==> config.mk <==
export PLATFORM = sky130hd
export DESIGN_NAME = up_dn_cmd_gen
export DESIGN_NICKNAME = d
export VERILOG_FILES = /design/src/rtl/up_dn_cmd_gen_pkg.sv /design/src/rtl/up_dn_cmd_gen_btn_debounce.sv /design/src/rtl/up_dn_cmd_gen.sv
export SDC_FILE = /design/constraint.sdc
export NUM_CORES = 1
export LEC_CHECK = 0
export ABC_AREA = 1
export CAP_MARGIN = 40
export CELL_PAD_IN_SITES_DETAIL_PLACEMENT = 0
export CELL_PAD_IN_SITES_GLOBAL_PLACEMENT = 1
export CORE_MARGIN = 10
export CORE_UTILIZATION = 38
export DETAILED_ROUTE_END_ITERATION = 8
export PLACE_DENSITY_LB_ADDON = 0.1
export SLEW_MARGIN = 20
export SYNTH_ARGS = -nofsm -noshare
export SYNTH_HDL_FRONTEND = slang
export SYNTH_SLANG_ARGS = --single-unit
==> constraint.sdc <==
create_clock -name CLK -period 1.2 [get_ports CLK]
set_input_delay 0.18 -clock CLK [delete_from_list [all_inputs] [get_ports CLK]]
set_output_delay 0.18 -clock CLK [all_outputs]
set_load 0.03 [all_outputs]
==> src/rtl/up_dn_cmd_gen_pkg.sv <==
// Purpose: shared width and command encoding for the up/down counter command stage.
// Latency: n/a (types, constants and a combinational helper only).
// Backpressure: n/a.
package up_dn_cmd_gen_pkg;

    // Counter / load-value width.
    localparam int CNT_W = 5;

    // Command encoding; a larger code means a higher priority.
    typedef enum logic [1:0] {
        CMD_NONE = 2'd0,
        CMD_UP   = 2'd1,
        CMD_DN   = 2'd2,
        CMD_LD   = 2'd3
    } cmd_e;

    // Load > Down > Up. Losing requests are simply dropped.
    function automatic cmd_e prio_cmd(input logic up, input logic dn, input logic ld);
        cmd_e c;
        c = CMD_NONE;
        if (ld)
            c = CMD_LD;
        else if (dn)
            c = CMD_DN;
        else if (up)
            c = CMD_UP;
        return c;
    endfunction

endpackage

==> src/rtl/up_dn_cmd_gen_btn_debounce.sv <==
// Purpose: one pushbutton -> 2-flop sync -> debounced level (stable) -> one-cycle rise pulse.
// Latency: rise is high in the cycle after edge 1+DB_CYCLES (edge 0 = first edge sampling btn high).
// Backpressure: none; free-running, the pulse is never held or queued.
// Ports: clk/rst (async, active-high), btn raw input, stable debounced level, rise one-cycle press pulse.
module up_dn_cmd_gen_btn_debounce #(
    parameter int DB_CYCLES = 16
) (
    input  logic clk,
    input  logic rst,
    input  logic btn,
    output logic stable,
    output logic rise
);

    localparam int CW = $clog2(DB_CYCLES);
    localparam logic [CW-1:0] CNT_LAST = CW'(DB_CYCLES - 1);

    if (DB_CYCLES < 2) begin : g_bad_db
        $error("DB_CYCLES must be at least 2");
    end

    logic          s1;
    logic          s2;
    logic          stable_d;
    logic [CW-1:0] cnt;

    always_ff @(posedge clk or posedge rst) begin
        if (rst) begin
            s1       <= 1'b0;
            s2       <= 1'b0;
            stable   <= 1'b0;
            stable_d <= 1'b0;
            rise     <= 1'b0;
            cnt      <= '0;
        end else begin
            s1       <= btn;
            s2       <= s1;
            stable_d <= stable;
            // Registered so the pulse lands one cycle after stable rises.
            rise     <= stable & ~stable_d;
            // cnt counts consecutive cycles the synchronised level disagrees
            // with stable; any agreement restarts the count, so short glitches
            // never get through.
            if (s2 == stable) begin
                cnt <= '0;
            end else if (cnt == CNT_LAST) begin
                stable <= s2;
                cnt    <= '0;
            end else begin
                cnt <= cnt + 1'b1;
            end
        end
    end

endmodule

==> src/rtl/up_dn_cmd_gen.sv <==
// Purpose: turns raw up/down/load buttons and a 5-bit switch bank into clean one-cycle Up/Down/Load commands plus IN.
// Latency: command is high after edge 3+DB_CYCLES (edge 0 = first edge sampling the button high); all outputs registered.
// Backpressure: none; simultaneous requests are resolved Load > Down > Up and the losers are dropped.
// Ports: CLK, RST (async active-high), BTN_UP/BTN_DN/BTN_LD raw buttons, SW_IN raw switches,
//        Up/Down/Load one-hot-or-zero commands, IN load value (updated only when Load=1, held otherwise).
// Option: define AUTO_REPEAT_EN to auto-repeat Up/Down while held (first after REPEAT_DELAY, then every REPEAT_PERIOD).
module up_dn_cmd_gen
    import up_dn_cmd_gen_pkg::*;
#(
    parameter int DB_CYCLES     = 16,
    parameter int REPEAT_DELAY  = 1000,
    parameter int REPEAT_PERIOD = 250
) (
    input  logic             CLK,
    input  logic             RST,
    input  logic             BTN_UP,
    input  logic             BTN_DN,
    input  logic             BTN_LD,
    input  logic [CNT_W-1:0] SW_IN,
    output logic             Up,
    output logic             Down,
    output logic             Load,
    output logic [CNT_W-1:0] IN
);

    if (REPEAT_DELAY < 1 || REPEAT_PERIOD < 1) begin : g_bad_repeat
        $error("REPEAT_DELAY and REPEAT_PERIOD must be at least 1");
    end

    logic             up_stable, up_rise;
    logic             dn_stable, dn_rise;
    logic             ld_stable, ld_rise;
    logic [CNT_W-1:0] sw_s1, sw_s2;
    logic             up_req, dn_req, ld_req;
    cmd_e             cmd;

    up_dn_cmd_gen_btn_debounce #(.DB_CYCLES(DB_CYCLES)) u_up (
        .clk(CLK), .rst(RST), .btn(BTN_UP), .stable(up_stable), .rise(up_rise)
    );
    up_dn_cmd_gen_btn_debounce #(.DB_CYCLES(DB_CYCLES)) u_dn (
        .clk(CLK), .rst(RST), .btn(BTN_DN), .stable(dn_stable), .rise(dn_rise)
    );
    up_dn_cmd_gen_btn_debounce #(.DB_CYCLES(DB_CYCLES)) u_ld (
        .clk(CLK), .rst(RST), .btn(BTN_LD), .stable(ld_stable), .rise(ld_rise)
    );

    always_ff @(posedge CLK or posedge RST) begin
        if (RST) begin
            sw_s1 <= '0;
            sw_s2 <= '0;
        end else begin
            sw_s1 <= SW_IN;
            sw_s2 <= sw_s1;
        end
    end

`ifdef AUTO_REPEAT_EN
    // Index 0 = up, 1 = down. rcnt holds cycles since the last pulse request
    // (0 = idle, not yet armed by an edge pulse). rfirst selects the longer
    // initial delay before the first repeat.
    localparam int RMAX = (REPEAT_DELAY > REPEAT_PERIOD) ? REPEAT_DELAY : REPEAT_PERIOD;
    localparam int RW   = $clog2(RMAX + 1);
    localparam logic [RW-1:0] R_DELAY  = RW'(REPEAT_DELAY);
    localparam logic [RW-1:0] R_PERIOD = RW'(REPEAT_PERIOD);

    logic [1:0]    rep_stable;
    logic [1:0]    rep_rise;
    logic [1:0]    rfirst;
    logic [1:0]    rep;
    logic [RW-1:0] rcnt [2];

    assign rep_stable = {dn_stable, up_stable};
    assign rep_rise   = {dn_rise, up_rise};

    always_comb begin
        rep = '0;
        for (int i = 0; i < 2; i++) begin
            rep[i] = rep_stable[i] && (rcnt[i] == (rfirst[i] ? R_DELAY : R_PERIOD));
        end
    end

    // The timer keeps running even when its pulse loses arbitration.
    always_ff @(posedge CLK or posedge RST) begin
        if (RST) begin
            rfirst  <= 2'b11;
            rcnt[0] <= '0;
            rcnt[1] <= '0;
        end else begin
            for (int i = 0; i < 2; i++) begin
                if (!rep_stable[i]) begin
                    rcnt[i]   <= '0;
                    rfirst[i] <= 1'b1;
                end else if (rep_rise[i]) begin
                    rcnt[i]   <= RW'(1);
                    rfirst[i] <= 1'b1;
                end else if (rep[i]) begin
                    rcnt[i]   <= RW'(1);
                    rfirst[i] <= 1'b0;
                end else if (rcnt[i] != '0) begin
                    rcnt[i] <= rcnt[i] + 1'b1;
                end
            end
        end
    end

    assign up_req = (up_rise & up_stable) | rep[0];
    assign dn_req = (dn_rise & dn_stable) | rep[1];
`else
    assign up_req = up_rise & up_stable;
    assign dn_req = dn_rise & dn_stable;
`endif

    // Load never repeats. rise only occurs while the level is still held.
    assign ld_req = ld_rise & ld_stable;
    assign cmd    = prio_cmd(up_req, dn_req, ld_req);

    always_ff @(posedge CLK or posedge RST) begin
        if (RST) begin
            Up   <= 1'b0;
            Down <= 1'b0;
            Load <= 1'b0;
            IN   <= '0;
        end else begin
            Up   <= (cmd == CMD_UP);
            Down <= (cmd == CMD_DN);
            Load <= (cmd == CMD_LD);
            if (cmd == CMD_LD)
                IN <= sw_s2;
        end
    end

endmodule

# [Yosys cells after proc, flatten, opt, wreduce, memory -nomap -nowiden]
# Index checks and enable logic that the tools add are counted.
[totals] register_bits=45 inputBits=10 out_inout_bits=8 wordCells=60
[classes] n_addsub=3 n_eq_ne=9 n_mux=9 bitwise_logic=12 reduce_logical=3
[ops] operator="4-bit two-way mux" n=6
[ops] operator="4-bit by 1-bit adder with 4-bit output (second input constant)" n=3
[ops] operator="4-bit == test (second input constant)" n=3
[ops] operator="1-bit AND" n=6
[ops] operator="1-bit inverter" n=6
[ops] operator="2-bit AND reduction" n=3
[ops] operator="2-bit == test (second input constant)" n=2
[ops] operator="2-bit two-way mux" n=2
[ops] operator="1-bit == test" n=3
[ops] operator="2-bit by 1-bit == test with 1-bit output (second input constant)" n=1
[ops] operator="1-bit two-way mux" n=1

# [Longest topological paths before layout]
# Gate-level depths: netlist of run 1.
[depth] word_depth=5 ltp_mapped=4

# [Hierarchy]
# A second synthesis of run 1 with hierarchy kept.
[hier_totals] hier_cells=138 area_unflattened_um2=1549.0
[by_module_without_submodules] mod="up_dn_cmd_gen_btn_debounce" n_inst=3 cells_each=32 area_each_um2=335.3 seq_area_each_um2=225.2
[by_module_without_submodules] mod="up_dn_cmd_gen" n_inst=1 cells_each=42 area_each_um2=543.0 seq_area_each_um2=450.4

# [Least setup slack after synthesis of run 1]
# OpenSTA, ideal clock, no wires.
[synth_path] path_kind="reg-to-reg" start="register u_dn.cnt[0]" end="register u_dn.cnt[3]" setup_time_ns=0.072 t_arrival_ns=0.875 required_ns=1.128 path_slack_ns=0.254 stages_incl_launch_ff=5 n_path_buf=0 cell_sequence="dfrtp_1 ha_1 nand3_1 nand3_1 nor2_1"
[synth_via] elab_chain_len=3 word_cells_on_any_way=4
[synth_rtl] item="from (decl)" line="up_dn_cmd_gen_btn_debounce.sv:25" text="logic [CW-1:0] cnt;"
[synth_rtl] item="from (signal assigned)" line="up_dn_cmd_gen_btn_debounce.sv:50" text="cnt <= cnt + 1'b1;"
[synth_rtl] item="4-bit by 1-bit adder with 4-bit output or 4-bit == test (tied branches)" line="up_dn_cmd_gen_btn_debounce.sv:50, up_dn_cmd_gen_btn_debounce.sv:46"
[synth_rtl] item="4-bit two-way mux (*)" line="up_dn_cmd_gen_btn_debounce.sv:46" text="end else if (cnt == CNT_LAST) begin"
[synth_rtl] item="4-bit two-way mux (*)" line="up_dn_cmd_gen_btn_debounce.sv:44" text="if (s2 == stable) begin"
# Every way passes the cells marked *; elsewhere a longest branch is shown, timed or not.
# A chain may end at the register's enable or synchronous reset.

# [Worst setup path after layout of run 1]
[layout_path] start="register Load" end="output port Load"
[layout_rtl] item="from (decl)" line="up_dn_cmd_gen.sv:22" text="output logic Load,"
[layout_rtl] item="from (signal assigned)" line="up_dn_cmd_gen.sv:126" text="Load <= (cmd == CMD_LD);"
# No word-level cell between the ends.

==> metrics.txt, run 1 <==
status complete, no violations; root buffer cell clkbuf_8; core region area 3771 sq um; Final Skew 2.050 ps; post-synth cell types 13; Final ANT Viol Nets 0; max_cap viols 0; family with the most delay on the worst path flip-flops; Area Overhead vs Synth 20.97%; worst path buffer plus inverter count 1; # DRC 0; Synth Area in Compound Gates 1.310%; fin crit period 1156 ps; PD cells about 1400 nW/um^2; largest net degree at the start of global routing 46; RSZ-0062 raised after global routing false; CP Max Fanout 1; Port Buffer Count 17; Crit. End Element primary output; Final Setup Violations 0; slowest stage delay, CP 360 ps; R2R Path End u_up.cnt[3]; final net count 171; syn_nets 146; Power Internal around 2.1 mW; die area 6956 sq um; Max Fclk 864.7 MHz; Hold WC Path Type in -> async; crit path launch type flop; main combinational cell family by area after synthesis simple AND/OR/NAND/NOR gates; drt via density 4.490; via count 925; final slew viol count 0; Setup crit end Load; P_sw 0.5501 mW; Post-Synth XOR/XNOR Area 1.720%; Crit. Startpoint Load; Synth area leader dfrtp_1; Starting DRT DRC Count 52; # IOs 18; Clock transition at path regs approximately 70 ps; register area 1126 sq um; vias in the first global route 978; CTS buffer count 5; design area 1848 sq um; RePlAce Congestion 0.7142; Worst Path Class, Setup reg -> out; Yosys warnings 0; Clk Latency, worst-skew pair 290 ps; grt ovf 0; hpwl dp roughly 1600 um; CTS tree built; first-pass GRT wire length approximately 4200 um; Synth Instances 133; critical path depth 1; Die X 83.41 um; Post-Synth Adder-Cell Area 2.457%; #FFs+latches synth 45; Reg2Reg Depth 4; row count 22; Worst R2R Start u_up.cnt[0]; Reg power frac 60.7%; Worst slew margin between 80% and 90%; setup TNS 0 ps; die height between 80 and 90 um; Fillers approximately 350; Comb power frac 4.8%; DR WL/cell 11.40 um; Detailed Routing Iterations Pass 1 4; cell leakage power 0.9372 nW; Max Root-Sink Buffers 2; top cells by area, synth dfrtp_1, nand2_1, nor2_1; worst slew pin tran between 300 and 400 ps; H-tree depth 2; Sw Share 20.89%; post-placement cell area 1767 sq um; Critical Path RT roughly 1000 ps; Synth Area in Simple Gates around 17%; syn avg cell area 11.49 sq um; r2r setup slk 150 ps; crit-path cells clkdlybuf4s15_1; clock sinks 45; sequential-to-total area share from yosys stat approximately three quarters; Hold Fails Final Rpt 0; mux cell area share after synthesis 0%; final wirelength about 2300 um; Multi-input gate area 346.6 sq um; initial antenna violation count 0; Total GRT Usage 7.487%; proportion of netlist area held by the largest area contributor 73.71%; Clk network pwr share 34.5%; layout cell share with drive strength beyond 1 11.39%; diodes inserted 0; fin crit share 96.37%; CP max stage cell dfrtp_1; worst vdd ir roughly 0.00060 V; starting density of the core between 40% and 50%; WP data arrival 980 ps; synthesized area around 1500 sq um
## power groups by stage
stage | clock network [mW] | logic, mW | registers, mW
after global routing | 1.01 | 0.148 | 1.61
after detailed placement | 0 | 0.130 | 1.63
after floorplan | 0 | 0.0731 | 1.62
final | 0.909 | 0.126 | 1.60
after CTS | 0.953 | 0.131 | 1.60
after global placement | 0 | 0.125 | 1.63
## per-stage QoR
| step | power (mW) | setup slack [ps] | util [%] | hold slack, ps | instances |
|---|---|---|---|---|---|
| final | 2.634 | 43.57 | 49.00 | 296.1 | 206 |
| after global routing | 2.767 | 1.718 | 49.00 | 305.6 | 206 |
| after CTS | 2.683 | 2.695 | 49.10 | 300.5 | 206 |
| after detailed placement | 1.759 | 39.87 | 46.85 | 334.7 | 199 |
| after global placement | 1.752 | 51.72 | 46.85 | 331.0 | 199 |
| after floorplan | 1.695 | 253.9 | - | 190.6 | 133 |
## layer usage
| metal | wire [um] | global-route usage, % |
|---|---|---|
| met5 | 0 | 0 |
| met4 | 57 | 5.538 |
| met3 | 114 | 3.125 |
| met2 | 1131 | 11.24 |
| met1 | 1044 | 8.270 |
## cell families (layout without fill, tap and decap cells)
logic type,Yosys count,after routing
flip-flops,45,45
XOR/XNOR,3,3
adder cells (fa/ha/maj),3,3
buffers and inverters,14,39
AO/OA/AOI/OAI,4,4
AND/OR/NAND/NOR,64,64
## synth_stat cells
| master | count |
|---|---|
| inv_1 | 12 |
| nand4_1 | 3 |
| nand2_1 | 34 |
| ha_1 | 3 |
| xnor2_1 | 3 |
| nor2_1 | 16 |
| inv_2 | 1 |
| dfrtp_1 | 45 |
| a21oi_1 | 1 |
| inv_4 | 1 |
| nand2_2 | 1 |
| nand3_1 | 10 |
| o21ai_0 | 3 |
## timing repair
item / in CTS / in global routing
setup endpoints to repair: 2 / 2
pin swaps: 0 / 0
buffers inserted: 0 / 0
gates resized for setup: 3 / 2
cloned: 0 / 0
hold buffers: 0 / 0
## area by class of cell
cell class / count / share of cell area [%]
multi-input cells: 74 / 18.75
clock buffers: 7 / 4.672
well taps: 48 / 3.250
inverters: 14 / 3.182
flip-flops and latches: 45 / 60.93
repair buffers: 18 / 9.208
## how the worst min path moves through the flow
| stage | slack (ps) | from | end | depth (start not counted) |
|---|---|---|---|---|
| CTS | 300 | RST | IN[2] | 3 |
| global route | 310 | RST | IN[4] | 3 |
| floorplan | 190 | RST | Down | 1 |
| global placement | 330 | u_up.s1 | u_up.s2 | 0 |
| finish | 300 | RST | IN[0] | 3 |
| detailed placement | 330 | sw_s1[2] | sw_s2[2] | 0 |
## registers in the layout, indices dropped and copies added (netlist names), 4 cells and up
name	cells
u_ld.cnt	4
sw_s1	5
u_up.cnt	4
u_dn.cnt	4
sw_s2	5
IN	5
## layout by cell type (no fill, tap or decap)
master / count
ha_1: 3
dfrtp_1: 45
nand2_2: 1
nand3_1: 10
clkinvlp_4: 1
xnor2_1: 3
buf_4: 6
clkbuf_8: 6
buf_12: 1
clkdlybuf4s50_1: 9
nand4_1: 3
o21ai_0: 3
inv_2: 1
clkdlybuf4s15_1: 1
nor2_1: 16
inv_1: 11
a21oi_1: 1
clkbuf_1: 1
clkbuf_2: 1
inv_4: 1
nand2_1: 34
No activity file was read; power rests on OpenSTA's default activity.
==> run 2, diff against run 1 <==
Settings changed: ABC_CLOCK_PERIOD_IN_PS from default to 1200.
==> results of run 2 <==
No change in the layout: final DEF, timing and power equal those of run 1.
